**config.mk**
```make
export PLATFORM = sky130hd
export DESIGN_NAME = digital_tube_ctrl
export DESIGN_NICKNAME = d
export VERILOG_FILES = /design/src/rtl/digital_tube_ctrl_pkg.sv /design/src/rtl/digital_tube_ctrl_hex_to_seg7.sv /design/src/rtl/digital_tube_ctrl.sv
export SDC_FILE = /design/constraint.sdc
export NUM_CORES = 1
export LEC_CHECK = 0
export ABC_AREA = 1
export CAP_MARGIN = 5
export CORE_AREA = 4 4 112 114
export CTS_BUF_LIST = sky130_fd_sc_hd__clkbuf_8 sky130_fd_sc_hd__clkbuf_16
export DETAILED_ROUTE_END_ITERATION = 12
export DIE_AREA = 0 0 116 118
export HOLD_SLACK_MARGIN = 0.03
export MAX_ROUTING_LAYER = met4
export SYNTH_ARGS = -nofsm -noshare
export SYNTH_HDL_FRONTEND = slang
export SYNTH_HIERARCHICAL = 1
export SYNTH_SLANG_ARGS = --single-unit
export TNS_END_PERCENT = 20
```
**constraint.sdc**
```tcl
create_clock -name clk -period 2.8 [get_ports clk]
set_input_delay 0.28 -clock clk [delete_from_list [all_inputs] [get_ports clk]]
set_output_delay 0.28 -clock clk [all_outputs]
set_load 0.02 [all_outputs]
```
**src/rtl/digital_tube_ctrl_pkg.sv**
```systemverilog
// Shared definitions for the 8-digit multiplexed 7-segment display peripheral.
// Bus word select, CTRL bit layout, reset and blanking values.
package digital_tube_ctrl_pkg;

    typedef enum logic {
        ADDR_DATA = 1'b0,
        ADDR_CTRL = 1'b1
    } addr_sel_e;

    localparam int unsigned CTRL_EN     = 0;
    localparam int unsigned CTRL_DP_LSB = 8;

    localparam logic [31:0] CTRL_RESET = 32'h0000_0001;
    // Only the enable bit and the decimal-point byte are implemented.
    localparam logic [31:0] CTRL_WMASK = 32'h0000_FF01;

    localparam logic [7:0] BLANK_SEG = 8'hFF;
    localparam logic [3:0] BLANK_SEL = 4'hF;

endpackage

```
**src/rtl/digital_tube_ctrl_hex_to_seg7.sv**
```systemverilog
// Combinational hex digit to 7-segment glyph decoder, active-high {g,f,e,d,c,b,a}.
module hex_to_seg7 (
    input  logic [3:0] hex,
    output logic [6:0] seg
);

    always_comb begin
        seg = '0;
        unique case (hex)
            4'h0: seg = 7'h3F;
            4'h1: seg = 7'h06;
            4'h2: seg = 7'h5B;
            4'h3: seg = 7'h4F;
            4'h4: seg = 7'h66;
            4'h5: seg = 7'h6D;
            4'h6: seg = 7'h7D;
            4'h7: seg = 7'h07;
            4'h8: seg = 7'h7F;
            4'h9: seg = 7'h6F;
            4'hA: seg = 7'h77;
            4'hB: seg = 7'h7C;
            4'hC: seg = 7'h39;
            4'hD: seg = 7'h5E;
            4'hE: seg = 7'h79;
            4'hF: seg = 7'h71;
            default: seg = '0;
        endcase
    end

endmodule

```
**src/rtl/digital_tube_ctrl.sv**
```systemverilog
// Bus-writable driver for two 4-digit active-low multiplexed 7-segment displays.
// Holds DATA/CTRL, the scan counter and the registered digit/segment outputs.
module digital_tube_ctrl
    import digital_tube_ctrl_pkg::*;
#(
    parameter int unsigned SCAN_DIV = 50000
) (
    input  logic        clk,
    input  logic        reset,
    input  logic [31:0] Addr,
    input  logic        WE,
    input  logic [3:0]  BE,
    input  logic [31:0] WD,
    output logic [31:0] O,
    output logic [3:0]  sel0,
    output logic [3:0]  sel1,
    output logic [7:0]  seg0,
    output logic [7:0]  seg1
);

    localparam int unsigned CW = (SCAN_DIV > 1) ? $clog2(SCAN_DIV) : 1;

    logic [CW-1:0] cnt;
    logic [1:0]    idx;
    logic [31:0]   data, data_nx;
    logic [31:0]   ctrl, ctrl_nx;
    logic          scan_wrap;
    addr_sel_e     asel;

    logic [3:0] nib0, nib1;
    logic [6:0] glyph0, glyph1;
    logic [7:0] dpmask;
    logic [3:0] sel_nx;
    logic [7:0] seg0_nx, seg1_nx;

    logic unused_addr;
    assign unused_addr = ^{Addr[31:3], Addr[1:0]};

    assign asel      = addr_sel_e'(Addr[2]);
    assign scan_wrap = (cnt == CW'(SCAN_DIV - 1));
    assign O         = (asel == ADDR_CTRL) ? ctrl : data;

    always_comb begin
        data_nx = data;
        ctrl_nx = ctrl;
        for (int unsigned i = 0; i < 4; i++) begin
            if (WE && BE[i]) begin
                if (asel == ADDR_DATA) data_nx[8*i +: 8] = WD[8*i +: 8];
                else                   ctrl_nx[8*i +: 8] = WD[8*i +: 8];
            end
        end
        ctrl_nx = ctrl_nx & CTRL_WMASK;
    end

    always_ff @(posedge clk) begin
        if (reset) begin
            data <= '0;
            ctrl <= CTRL_RESET;
            cnt  <= '0;
            idx  <= '0;
        end else begin
            data <= data_nx;
            ctrl <= ctrl_nx;
            if (scan_wrap) begin
                cnt <= '0;
                idx <= idx + 2'd1;
            end else begin
                cnt <= cnt + CW'(1);
            end
        end
    end

    // Group 1 shows digit idx+4, i.e. the upper half of DATA and of the dp mask.
    assign nib0   = 4'(data >> {idx, 2'b00});
    assign nib1   = 4'(data >> {1'b1, idx, 2'b00});
    assign dpmask = ctrl[CTRL_DP_LSB +: 8];

    hex_to_seg7 u_dec0 (.hex(nib0), .seg(glyph0));
    hex_to_seg7 u_dec1 (.hex(nib1), .seg(glyph1));

    always_comb begin
        sel_nx  = BLANK_SEL;
        seg0_nx = BLANK_SEG;
        seg1_nx = BLANK_SEG;
        if (ctrl[CTRL_EN]) begin
            sel_nx  = ~(4'b0001 << idx);
            seg0_nx = {~dpmask[{1'b0, idx}], ~glyph0};
            seg1_nx = {~dpmask[{1'b1, idx}], ~glyph1};
        end
    end

    always_ff @(posedge clk) begin
        if (reset) begin
            sel0 <= BLANK_SEL;
            sel1 <= BLANK_SEL;
            seg0 <= BLANK_SEG;
            seg1 <= BLANK_SEG;
        end else begin
            sel0 <= sel_nx;
            sel1 <= sel_nx;
            seg0 <= seg0_nx;
            seg1 <= seg1_nx;
        end
    end

endmodule

```
# Yosys cells after proc, flatten, opt, wreduce, memory -nomap -nowiden
# Memory sizes are Yosys's and may differ from the RTL's.
# Index checks and enable logic that the tools add are counted.
# Widths: inputs -> output; s select.
[op_classes]
reduce_logical = 12
bitwise_logic = 7
addsub = 2
n_shift = 3
multipliers = 0
n_eq_ne = 1
div_mod_pow = 0
order_cmp = 2
n_mux = 5
[op_table]
columns = ["op", "count"]
rows = [
  ["$mux 32", 1],
  ["$shr 32x4->4", 1],
  ["$shr 32x5->4", 1],
  ["$add 16x1->16 const B", 1],
  ["$eq 16x16->1 const B", 1],
  ["$not 7->7", 2],
  ["$reduce_and 2->1", 6],
  ["$bmux 1 s2", 2],
  ["$logic_and 1x1->1", 4],
  ["$lt 2x4->1 const B", 1],
  ["$lt 3x4->1 const B", 1],
  ["$not 1->1", 4],
  ["$not 4->4", 1],
  ["$reduce_or 2->1", 2],
  ["$shl 1x2->4 const A", 1],
  ["$add 2x1->2 const B", 1],
  ["$mux 1", 2],
]
[word_totals]
n_memories = 2
ramBits = 0
latch_bits = 0
in_bits = 71
regBits = 79
mem_bits_ro = 224
out_inout_bits = 56
elab_cells = 45
[memory_table]
columns = ["memory", "depth", "width", "read_ports", "rd_clocked_by_memory_dff", "wr", "line_no", "rtl"]
rows = [
  ["(no name shown)", 16, 7, 1, 0, 0, "digital_tube_ctrl_hex_to_seg7.sv:9", "unique case (hex)"],
  ["(no name shown)", 16, 7, 1, 0, 0, "digital_tube_ctrl_hex_to_seg7.sv:9", ""],
]

# Depth between registers and ports, before layout
[depth]
word_depth = 3
mapped_depth = 14
depth_no_buf = 12

# Hierarchy
# Netlist, hierarchy kept.
[by_module_without_submodules]
columns = ["mod", "area_each_um2", "cells_per_inst", "instances", "seq_area_each_um2"]
rows = [
  ["digital_tube_ctrl", 3418.3, 468, 1, 1581.5],
  ["hex_to_seg7", 270.3, 52, 2, 0.0],
]

# Worst setup path after synthesis
# No wires, ideal clock.
[synth_timing]
kind = "register to register"
start = "register idx[0]"
end = "register seg1[3]"
period_less_slack_ps = 2015
path_stages_with_launch = 14
setup_time_ps = 129
required_time_ps = 2671
arrival_time_ps = 1887
slack_ps = 785
n_path_buf = 2
path_cell_list = "dfxtp_1 buf_2 inv_1 buf_2 o21ai_0 a21oi_1 a21oi_1 inv_1 ha_1 nand2_1 o21ai_0 nand2_1 nand2_1 nand2_1"
[synth_via]
elab_chain_len = 3
[synth_lines]
columns = ["element", "line_no", "rtl"]
rows = [
  ["from (decl)", "digital_tube_ctrl.sv:24", "logic [1:0] idx;"],
  ["from (signal assigned)", "digital_tube_ctrl.sv:66", "idx <= idx + 2'd1;"],
  ["$shr 32x5->4", "digital_tube_ctrl.sv:75", "assign nib1 = 4'(data >> {1'b1, idx, 2'b00});"],
  ["via nib1[0]", "digital_tube_ctrl.sv:30", "logic [3:0] nib0, nib1;"],
  ["$mem_v2 16x7", "n/a", ""],
  ["via glyph1[3]", "digital_tube_ctrl.sv:31", "logic [6:0] glyph0, glyph1;"],
  ["$not 7->7", "digital_tube_ctrl.sv:88", "seg1_nx = {~dpmask[{1'b1, idx}], ~glyph1};"],
  ["to (signal assigned)", "digital_tube_ctrl.sv:102", "seg1 <= seg1_nx;"],
  ["to (decl)", "digital_tube_ctrl.sv:18", "output logic [7:0] seg1"],
]
# The timed path passes the listed nets, and every way through them passes these cells.
# A chain may end at the register's enable or synchronous reset.

# Worst setup path in the final report
[layout_timing]
start = "register idx[1]"
end = "register seg0[3]"
[layout_via]
elab_chain_len = 3
[layout_lines]
columns = ["element", "line_no", "rtl"]
rows = [
  ["$shr 32x4->4", "digital_tube_ctrl.sv:74", "assign nib0 = 4'(data >> {idx, 2'b00});"],
  ["via nib0[1]", "digital_tube_ctrl.sv:30", ""],
  ["$mem_v2 16x7", "n/a", ""],
  ["via glyph0[3]", "digital_tube_ctrl.sv:31", ""],
  ["$not 7->7", "digital_tube_ctrl.sv:87", "seg0_nx = {~dpmask[{1'b0, idx}], ~glyph0};"],
  ["to (signal assigned)", "digital_tube_ctrl.sv:101", "seg0 <= seg0_nx;"],
  ["to (decl)", "digital_tube_ctrl.sv:17", "output logic [7:0] seg0,"],
]
# The timed path passes the listed nets, and every way through them passes these cells.

==> results.yml <==
floorplanning:
  ios: 127
  num_rows: 39
  die_y_um: 118
  core_area_mm2: 0.0114
  die_w_um: 116
  start_util: 0.347
  dieArea_mm2: 0.0137
routing:
  wl_per_cell_um: 12.6
  ant_nets: 0
  drt_iter0_drc: 194
  drc_errors: 0
  viasPerCell: 4.67
  first_pass_iters: 4
  num_vias: 3757
  drt_wl_total_um: 10100
placement:
  place_congestion: 0.867
  place_hpwl_um: 7560
  io_buffers: 95
timing:
  hold_violations: 0
  fmax_ghz: 0.416
  period_share: 0.858
  timing.final.crit_period_ns: 2.40
  setup_violations: 0
  slew_violations: 0
  grt_setup_unrepaired: "no"
  clock-skew-final_ns: 0.00785
  fin_tns_setup_ns: 0
  max-slew-margin-rel: 0.525
  tightest_slew_ns: 0.713
logic_synthesis:
  synth.top_cells.by_area: "dfxtp_1 (40%), nand2_1 (11%), o21ai_0 (9.0%)"
  avgSynthCellArea_um2: 6.92
  syn_inst: 572
  synthTopCellsByCount: "nand2_1 (120), dfxtp_1 (79), nor2_1 (72), o21ai_0 (71), a21oi_1 (67)"
  synthDistinctLibCells: 29
  synth_nets: 662
  async_flop_share: 0
  ys_warn_count: 6
  synth-seq-cells: 79
  synth_top_area_frac: 0.399
  synth_edf_count: 0
  yosysTopAreaCell: "dfxtp_1"
  synthFlopType: "dfxtp_1"
  synth.most_common_cell: "nand2_1"
  seq_area_frac_synth: 0.399
  synth_area_mm2: 0.00396
final_layout:
  nFillCells: 1158
  seq_area_mm2: 0.00158
  diodes: 0
  fin_util: 0.461
  area_growth_pct: 33.0
  drive_above_1_share: 0.0575
  nets: 746
  multi_input_area_mm2: 0.00196
setup_path:
  critPathRequiredTime_ns: 3.02
  arrival_ns: 2.62
  startpoint_type: "flip-flop"
  crit_fanout: 20
  cp-end-kind: "flip-flop"
  critPathKind: "reg -> reg"
clock_network:
  clock_latency_ns: 0.34
  cts_setup_buffers: 0
  numCtsBuffers: 9
  cts_tree: "yes"
  cts_resized: 0
  cts_num_sinks: 79
  cts_buffer_depth: 2
  cts_root_buf: "clkbuf_16"
  clkTransAtPathRegs_ns: 0.06
  holdBufCountCts: 0
  cts_max_level: 3
power:
  p_leak_nw: 2.11
  powerDensity_mw_per_mm2: 528
  ir_drop_mv: 0.233
global_route:
  first_global_vias: 3721
  grt_max_degree: 28
  grt_use_total: 0.157
  antenna_found_initial: 0
  overflow: 0
  grt_pass1_wl_um: 17200
run_status:
  status: "completed"
min_path:
  hold_class: "reg -> reg"
flow_run:
  drv_cap: 0
## cell type report
type                       count  share of cell area
clock buffer                  10              0.0454
clock inverter                 6              0.0114
inverter                      69              0.0492
multi-input combinational    397               0.372
sequential                    79               0.300
tap                          143              0.0340
timing repair buffer         100               0.188
## power breakdown
group | internal [mW] | leakage, nW | switching [mW]
registers | 1.18 | 0.648 | 0.0264
clock network | 0.709 | 0.144 | 0.453
logic | 0.184 | 1.32 | 0.223
total | 2.08 | 2.11 | 0.702
## critical path: stages (launching register included)
cell and delay [ns]:
dfxtp_1 0.45, inv_1 0.34, o21ai_0 0.17, a21oi_1 0.06, a21oi_1 0.37, inv_1 0.18, ha_1 0.32, nand2_1 0.07
o21ai_0 0.13, nand2_1 0.07, nand2_1 0.07, nand2_1 0.05
## cell usage in the layout, fill, tap and decap left out, drive strengths merged, types with 3 or more instances in the layout
cell / synthesis / layout
clkdlybuf4s50: 0 / 95
or2: 3 / 3
clkinv: 1 / 4
ha: 19 / 19
inv: 68 / 68
a21oi: 68 / 68
nand2: 125 / 125
nand3: 23 / 23
nor2: 75 / 75
buf: 17 / 5
o21ai: 71 / 71
clkbuf: 10 / 10
nand4: 4 / 4
dfxtp: 79 / 79
## final timing paths
path           from  endpoint  slack, ns  cells after the start
min          cnt[0]    cnt[0]       0.47                      1
max          idx[1]   seg0[3]       0.40                     11
min reg2reg  cnt[0]    cnt[0]       0.47                      1
max reg2reg  idx[1]   seg0[3]       0.40                     11
## metal layers
layer	global-route usage	wire length (um)
met1	0.205	4930
met2	0.227	4360
met4	0.0573	193
met5	-	0
met3	0.0473	609
## sequential cells by signal, summed over array words and instances (netlist names)
name and count:
data 32, seg0 8, cnt 16, seg1 8
idx 2, ctrl 9, sel1 4
## logic make-up after synthesis
kind of cell    Yosys count  synth area share
compound gates          142             0.182
xor+xnor                  4           0.00885
buf+inv                  96             0.106
fa+ha+maj                19            0.0601
flops                    79             0.399
simple gates            232             0.244
## through the flow
stage               instance area [um^2]  hold slack (ns)  std cells  setup WS [ns]  power (mW)
finish                              5260            0.465        804          0.398        2.78
global placement                    4960            0.441        788          0.561        1.64
CTS                                 5260            0.467        804          0.363        2.81
floorplan                           3960            0.415        572          0.785        1.46
detailed placement                  4960            0.455        788          0.376        1.64
global route                        5260            0.488        804          0.118        2.90
Note: power is estimated with default switching activity, not from simulation.
